**config.mk**
```make
export PLATFORM = sky130hd
export DESIGN_NAME = mem_wb_stage
export DESIGN_NICKNAME = d
export VERILOG_FILES = /design/src/rtl/mem_wb_stage.sv
export SDC_FILE = /design/constraint.sdc
export NUM_CORES = 1
export LEC_CHECK = 0
export CORE_ASPECT_RATIO = 0.8
export CORE_MARGIN = 2
export CORE_UTILIZATION = 48
export DETAILED_ROUTE_END_ITERATION = 16
export DONT_BUFFER_PORTS = 1
export MAX_ROUTING_LAYER = met4
export SLEW_MARGIN = 0
export SYNTH_ARGS = -nofsm -noshare
export SYNTH_HDL_FRONTEND = slang
export SYNTH_SLANG_ARGS = --single-unit
export TNS_END_PERCENT = 1
```
**constraint.sdc**
```tcl
create_clock -name CLK -period 3.92 [get_ports CLK]
set_input_delay 0.784 -clock CLK [delete_from_list [all_inputs] [get_ports CLK]]
set_output_delay 0.784 -clock CLK [all_outputs]
set_load 0.005 [all_outputs]
```
**src/rtl/mem_wb_stage.sv**
```systemverilog
// Memory stage and MEM/WB pipeline register: drives the data-cache request from EX/MEM,
// stalls upstream until dhit, and captures writeback state for WB. Halt is sticky until RST.
module mem_wb_stage #(
  parameter int WAITCNT_W = 16
) (
  input  logic                 CLK,
  input  logic                 RST,
  input  logic                 enable_MEM_WB,
  input  logic                 flush_MEM_WB,
  input  logic                 WEN_EX_MEM,
  input  logic                 dmemREN_EX_MEM,
  input  logic                 dmemWEN_EX_MEM,
  input  logic                 halt_EX_MEM,
  input  logic [1:0]           reg_dest_EX_MEM,
  input  logic [4:0]           Rt_EX_MEM,
  input  logic [4:0]           Rd_EX_MEM,
  input  logic [31:0]          result_EX_MEM,
  input  logic [31:0]          dmemstore_EX_MEM,
  input  logic [31:0]          imemaddr_EX_MEM,
  input  logic                 dhit,
  input  logic [31:0]          dmemload,
  output logic                 dmemREN,
  output logic                 dmemWEN,
  output logic [31:0]          dmemaddr,
  output logic [31:0]          dmemstore,
  output logic                 stall_MEM,
  output logic                 WEN_MEM_WB,
  output logic [4:0]           wsel_MEM_WB,
  output logic [31:0]          wdat_MEM_WB,
  output logic                 halt_MEM_WB,
  output logic [31:0]          imemaddr_MEM_WB,
  output logic [WAITCNT_W-1:0] wait_cycles
);

  typedef enum logic [1:0] {IDLE, WAIT, DONE, HALT} state_t;

  typedef struct packed {
    logic        wen;
    logic [4:0]  wsel;
    logic [31:0] wdat;
    logic        halt;
    logic [31:0] pc;
  } mem_wb_t;

  state_t      state;
  mem_wb_t     mwb, nxt;
  logic [31:0] done_data;
  logic        memop, is_load, req, capture, bubble;

  // Store wins when both read and write are flagged.
  assign memop   = dmemREN_EX_MEM | dmemWEN_EX_MEM;
  assign is_load = dmemREN_EX_MEM & ~dmemWEN_EX_MEM;

  assign req       = ~RST & memop & (state == IDLE || state == WAIT);
  assign dmemREN   = req & is_load;
  assign dmemWEN   = req & dmemWEN_EX_MEM;
  assign dmemaddr  = result_EX_MEM;
  assign dmemstore = dmemstore_EX_MEM;

  assign stall_MEM = ~RST & (
      (memop & ~dhit & state != HALT & state != DONE)
    | (state == DONE & ~enable_MEM_WB)
    | (state == IDLE & memop & dhit & ~enable_MEM_WB));

  assign bubble  = state != HALT & (flush_MEM_WB | (stall_MEM & enable_MEM_WB));
  assign capture = state != HALT & ~flush_MEM_WB & enable_MEM_WB & ~stall_MEM;

  always_comb begin
    nxt      = '0;
    nxt.wen  = WEN_EX_MEM & (reg_dest_EX_MEM != 2'd3);
    case (reg_dest_EX_MEM)
      2'd0:    nxt.wsel = Rt_EX_MEM;
      2'd1:    nxt.wsel = Rd_EX_MEM;
      2'd2:    nxt.wsel = 5'd31;
      default: nxt.wsel = 5'd0;
    endcase
    nxt.wdat = is_load ? ((state == DONE) ? done_data : dmemload) : result_EX_MEM;
    nxt.halt = halt_EX_MEM;
    nxt.pc   = imemaddr_EX_MEM;
  end

  always_ff @(posedge CLK) begin
    if (RST) begin
      state       <= IDLE;
      mwb         <= '0;
      done_data   <= '0;
      wait_cycles <= '0;
    end else begin
      if (stall_MEM && wait_cycles != '1)
        wait_cycles <= wait_cycles + 1'b1;

      if (bubble)       mwb <= '0;
      else if (capture) mwb <= nxt;

      case (state)
        IDLE: if (memop) begin
          if (!dhit) state <= WAIT;
          else if (!enable_MEM_WB) begin
            done_data <= dmemload;
            state     <= DONE;
          end
        end
        WAIT: if (dhit) begin
          // Hold the load data so the cache is not accessed a second time.
          if (enable_MEM_WB) state <= IDLE;
          else begin
            done_data <= dmemload;
            state     <= DONE;
          end
        end
        DONE: if (enable_MEM_WB) state <= IDLE;
        HALT: state <= HALT;
        default: state <= IDLE;
      endcase

      if (capture && halt_EX_MEM) state <= HALT;
    end
  end

  assign WEN_MEM_WB      = mwb.wen;
  assign wsel_MEM_WB     = mwb.wsel;
  assign wdat_MEM_WB     = mwb.wdat;
  assign halt_MEM_WB     = mwb.halt;
  assign imemaddr_MEM_WB = mwb.pc;

endmodule

```
Word level (Yosys, flattened, before mapping) --
Cells that the tools add are included.
Operators by class: add/sub/neg operators 1, multiplexer cells 15, bitwise operators 29, divide/modulo/power cells 0, multiply operators 0, magnitude comparators 0, reduce and logical (&&, ||, !) cells 9, eq/ne operators 14, shift-type cells 0
Operators by type and width (count):
- $mux 32 | 5
- $pmux 32 s2 | 1
- $and 1x1->1 | 19
- $add 16x1->16 const B | 1
- $ne 16x16->1 const B | 1
- $pmux 5 s3 | 1
- $mux 2 | 7
- $ne 3x2->1 const B | 3
- $ne 2x2->1 const B | 4
- $pmux 2 s4 | 1
- $eq 2x2->1 const B | 3
- $not 1->1 | 6
- $eq 2x1->1 const B | 2
- $logic_not 2->1 | 2
- $ne 4x3->1 const B | 1
- $or 1x1->1 | 4
- $reduce_and 4->1 | 1
- $logic_and 1x1->1 | 2
- $reduce_and 2->1 | 1
- $reduce_bool 2->1 | 1
- $reduce_or 2->1 | 1
- $logic_or 1x1->1 | 1
Storage, ports and cells: bits in read-only memories 0, logic and storage cells 76, memories 0, bits in writable memories 0, register bits 121, output and inout bits 154, latch bits 0

Logic depth before layout (Yosys ltp) --
depth in word-level cells 12, mapped depth 7

Least setup slack after synthesis --
No wires, ideal clock.
path type input-to-output, start in dmemREN_EX_MEM, end out dmemREN, data required time 3136 ps, cell stages on the path 4, arrival time 1733 ps, setup slack 1403 ps, buffers on the path 2, cells stage by stage nor2b_1 > clkbuf_1 > buf_1 > nor3b_1
On the way: word-level cells in the longest chain between the ends 4
RTL lines:
- start: declaration | RTL line 11 | input logic dmemREN_EX_MEM,
- $or 1x1->1 | RTL line 51 | assign memop = dmemREN_EX_MEM | dmemWEN_EX_MEM;
- $and 1x1->1 (2 in a row) | RTL line 54 | assign req = ~RST & memop & (state == IDLE || state == WAIT);
- $and 1x1->1 (*) | RTL line 55 | assign dmemREN = req & is_load;
- end: declaration | RTL line 22 | output logic dmemREN,
Mark *: on every way between the ends. The rest lies on a longest branch, timed or not.

Worst setup path in the final report --
start reg state[1], end out stall_MEM
On the way: word-level cells in the longest chain between the ends 6
RTL lines:
- start: declaration | RTL line 45 | state_t state;
- start signal: assignment | RTL line 84 | state <= IDLE;
- start signal: assignment | RTL line 97 | if (!dhit) state <= WAIT;
- start signal: assignment | RTL line 100 | state <= DONE;
- $ne 2x2->1 or $logic_not 2->1 (tied branches) | RTL line 61, 63
- $and 1x1->1 (on tied branches) (2 in a row) | RTL line 61, 63
- $or 1x1->1 or $and 1x1->1 (tied branches) | RTL line 62, 63
- $or 1x1->1 (*) | RTL line 63 | | (state == IDLE & memop & dhit & ~enable_MEM_WB));
- $and 1x1->1 (*) | RTL line 60 | assign stall_MEM = ~RST & (
- end: declaration | RTL line 26 | output logic stall_MEM,
Marks and branches as above.

==> metrics.log <==
INFO  metric die_area = 12,870 um2
INFO  metric grt_antenna_before_repair = 0
INFO  metric slowest_delay = 460 ps
INFO  metric n_antenna_cell = 0
INFO  metric crit_slowest_cell = or3_1
INFO  metric track_usage = 0.2169
INFO  metric timing.clock.skew = 11.02 ps
INFO  metric timing.critical_path.cells = or3_1, nand3_1, inv_1
INFO  metric power.static_leakage = 2.236 nW
INFO  metric cts_tree = done
INFO  metric max_clock_freq = 412.1 MHz
INFO  metric p_sw = 0.7146 mW
INFO  metric route.final.wire_length = 13,840 um
INFO  metric die_height = around 100 um
INFO  metric rows = 35
INFO  metric num-nets-final = 785
INFO  metric run_status = completed
INFO  metric worst_ep_required_time = roughly 3100 ps
INFO  metric worst_ep_arrival_time = between 1500 and 2000 ps
INFO  metric power_switching_share = 0.2217
INFO  metric internal_power = 2.509 mW
INFO  metric min_period_over_period = 0.6190
INFO  metric wl_per_cell = between 15 and 20 um
INFO  metric multi_input_area = 2658 um2
INFO  metric number_of_buffers_and_inverters_on_the_critical_path = 1
INFO  metric power.density_cell_area = 540.2 nW/um2
INFO  metric postSynthNetCount = 875
INFO  metric design_area = 5967 um2
INFO  metric detailed_place_hpwl = 9410 um
INFO  metric mean_cell_area_of_the_mapped_netlist = about 7.9 um2
INFO  metric drt-pass1-iter-count = 4
INFO  metric share_clk_of_total_power = 0.530
INFO  metric sequential_cell_area_fraction_in_the_yosys_report = 0.4214
INFO  metric cts-root-buf = clkbuf_16
INFO  metric setup_violations = 0
INFO  metric h_tree_level_count = 4
INFO  metric initial_utilization = 0.4953
INFO  metric detailedRoute.firstIterationViolations = 250
INFO  metric grt_total_ovfl = 0
INFO  metric clk_transition_reported_paths = 60 ps
INFO  metric postCtsSetupRepairBufs = 0
INFO  metric power = roughly 3.2 mW
INFO  metric timing.final.crit_period = 2427 ps
INFO  metric final_max_slew_viol_count = 0
INFO  metric share_comb_of_total_power = 0.067
INFO  metric grt_start_max_net_pins = 104
INFO  metric yosysUniqueCellTypes = 42
INFO  metric drive_above_1_share = 0.06944
INFO  metric relSlewSlack = 0.1998
INFO  metric synthesized_instance_count = about 730
INFO  metric ys_ff_latch = ~120
INFO  metric placement.io_buffers = 0
INFO  metric critical_path.endpoint_type = primary output
INFO  metric first_global_vias = 4,330
INFO  metric cts_max_path_buffers = 2
INFO  metric yosysWarningCount = 0
INFO  metric grt_setup_unrepaired = no
INFO  metric area.sequential = 2422 um2
INFO  metric crit_path_max_fanout = 11
INFO  metric part_of_the_total_power_dissipated_in_sequential_elements = 0.403
INFO  metric tightest_slew = between 1000 and 1500 ps
INFO  metric synthDominantCellAreaShare = 0.4214
INFO  metric finalSetupTns = 0 ps
INFO  metric cts_num_sinks = 121
INFO  metric placedInstanceArea = roughly 5300 um2
INFO  metric post_drt_via_cell_ratio = around 5.9
INFO  metric post_synth_main_area_contributors = dfxtp_1, nand2_1, a21oi_1, buf_4, mux2i_1
INFO  metric grt_first_pass_wirelength = roughly 22,000 um
INFO  metric crit_type = reg -> out
INFO  metric core_region_area = 11,600 um2
INFO  metric routabilityCongestion = 0.8014
INFO  metric cts_resized = 0
INFO  metric finish.cell_count_without_fillers = 796
INFO  metric worstHoldPathType = reg -> reg
INFO  metric synth_area = 5748 um2
INFO  metric worst_hold_slack = 447.6 ps
INFO  metric post-synth-top-area-cell = dfxtp_1
INFO  metric vias = between 4k and 5k
INFO  metric num_io_pins = 303
INFO  metric drv_cap = 0
INFO  metric number_of_endpoints_with_negative_hold_slack_in_the_final_report = 0
INFO  metric worst_setup_path_start_kind = flop
INFO  metric synthToLayoutAreaGrowth = 3.809%
INFO  metric route.antenna.remaining_nets = 0
INFO  metric fill_cells = 1,105
INFO  metric cts-buffers-inserted = 17
INFO  metric fp.dieW = 126.3 um
INFO  metric worst_path_dominant_cell_family = simple AND/OR/NAND/NOR gates
INFO  metric clk_latency = 410 ps
INFO  metric cts_hold_buf = 0
INFO  metric placedCellCount = 764
INFO  metric irDropWorstVdd = 0.3063 mV
INFO  metric post-route-drc-count = 0
[cell usage after synthesis]
| library cell | instances |
|---|---|
| or4_1 | 8 |
| buf_1 | 2 |
| nand4_1 | 4 |
| o31ai_1 | 4 |
| a211o_1 | 33 |
| nand2b_1 | 2 |
| mux2i_1 | 37 |
| ha_1 | 1 |
| o21ai_0 | 3 |
| and2_1 | 1 |
| or3_1 | 3 |
| nand2_1 | 175 |
| clkbuf_1 | 35 |
| a31oi_1 | 1 |
| o311ai_0 | 1 |
| o311ai_1 | 1 |
| nor2_1 | 51 |
| buf_4 | 64 |
| o21ai_1 | 1 |
| buf_2 | 12 |
| nor2b_1 | 6 |
| a311oi_1 | 1 |
| and4_1 | 2 |
| o211a_1 | 1 |
| and3_1 | 1 |
| a31o_2 | 1 |
| nand3_1 | 10 |
| o211ai_1 | 4 |
| nor3_1 | 11 |
| dfxtp_1 | 121 |
| nor3b_1 | 2 |
| o22a_4 | 1 |
| mux2_2 | 2 |
| o22ai_1 | 2 |
| o311a_1 | 1 |
| nor4_1 | 1 |
| buf_6 | 1 |
| o41ai_1 | 1 |
| a21oi_1 | 106 |
| a21o_1 | 1 |
| a211oi_1 | 7 |
| inv_1 | 3 |
[per-layer routing]
layer,track usage,routed length (um),up-vias
met1,0.2487,5596,2214
li1,-,-,2237
met5,-,0,-
met4,0.07946,207,0
met2,0.3525,6691,201
met3,0.07853,1343,24
[cell families (layout without fill, tap and decap cells)]
group,after synthesis,count (layout),share of synthesized area
AND/OR/NAND/NOR,277,277,0.2016
AO/OA/AOI/OAI,170,170,0.1844
flip-flops,121,121,0.4214
buffers and inverters,117,40,0.1221
multiplexers,39,39,0.06835
adder cells (fa/ha/maj),1,1,0.002176
[tightest hold or removal path: stages, from the launching register on]
cell	delay, ps
dfxtp_1	300
nand2_1	50
a21oi_1	50
[sequential cells by signal, summed over array words and instances (netlist names)]
| register | cells |
|---|---|
| wait_cycles | 16 |
| wsel_MEM_WB | 5 |
| halt_MEM_WB | 1 |
| WEN_MEM_WB | 1 |
| wdat_MEM_WB | 32 |
| state | 2 |
| done_data | 32 |
| imemaddr_MEM_WB | 32 |
[placed cells by master, fill, tap and decap left out, types with 2 or more instances in the layout]
master	count
nand2_1	175
nand3_1	10
a211oi_1	7
nor3_1	10
o22ai_1	2
nor2_1	51
clkinv_2	4
or3_1	3
bufinv_16	5
mux2i_1	37
clkbuf_16	17
or4_1	8
o21ai_0	3
clkbuf_8	2
buf_4	5
mux2_2	2
clkinv_4	3
nor2b_1	5
inv_1	3
dfxtp_1	121
nand4_1	4
o31ai_1	4
and4_1	2
o211ai_1	4
a211o_1	33
nor3b_1	2
a21oi_1	106
[power groups by stage]
stage	logic (mW)	clock network, mW	registers [mW]
after floorplan	0.240	0	1.32
after global placement	0.209	0	1.32
after detailed placement	0.218	0	1.33
after CTS	0.219	1.74	1.30
after global routing	0.245	1.80	1.30
final	0.215	1.71	1.30
[through the flow]
stage / utilization / setup slack (ps)
2_1_floorplan: - / 1403
3_3_place_gp: 0.4579 / 1470
3_5_place_dp: 0.4579 / 1397
4_1_cts: 0.5142 / 1492
5_1_grt: 0.5142 / 1371
6_report: 0.5142 / 1493
[worst paths after layout]
kind,end,from,slack (ps),cells past startpoint
setup reg to reg,imemaddr_MEM_WB[2]$_SDFFE_PP0N_,state[1]$_SDFFE_PP0P_,1610,5
hold reg to reg,done_data[5]$_SDFFE_PP0P_,done_data[5]$_SDFFE_PP0P_,450,2
hold / removal,done_data[5]$_SDFFE_PP0P_,done_data[5]$_SDFFE_PP0P_,450,2
setup / recovery,stall_MEM,state[1]$_SDFFE_PP0P_,1490,3
[final cells by class]
cell class	count	share of cell area
clock buffer	20	0.07654
clock inverter	12	0.03292
multi-input combinational	487	0.4454
sequential	121	0.4060
timing repair buffer	5	0.006291
inverter	3	0.001887
tap	148	0.03103
(Power assumes the default switching activity.)
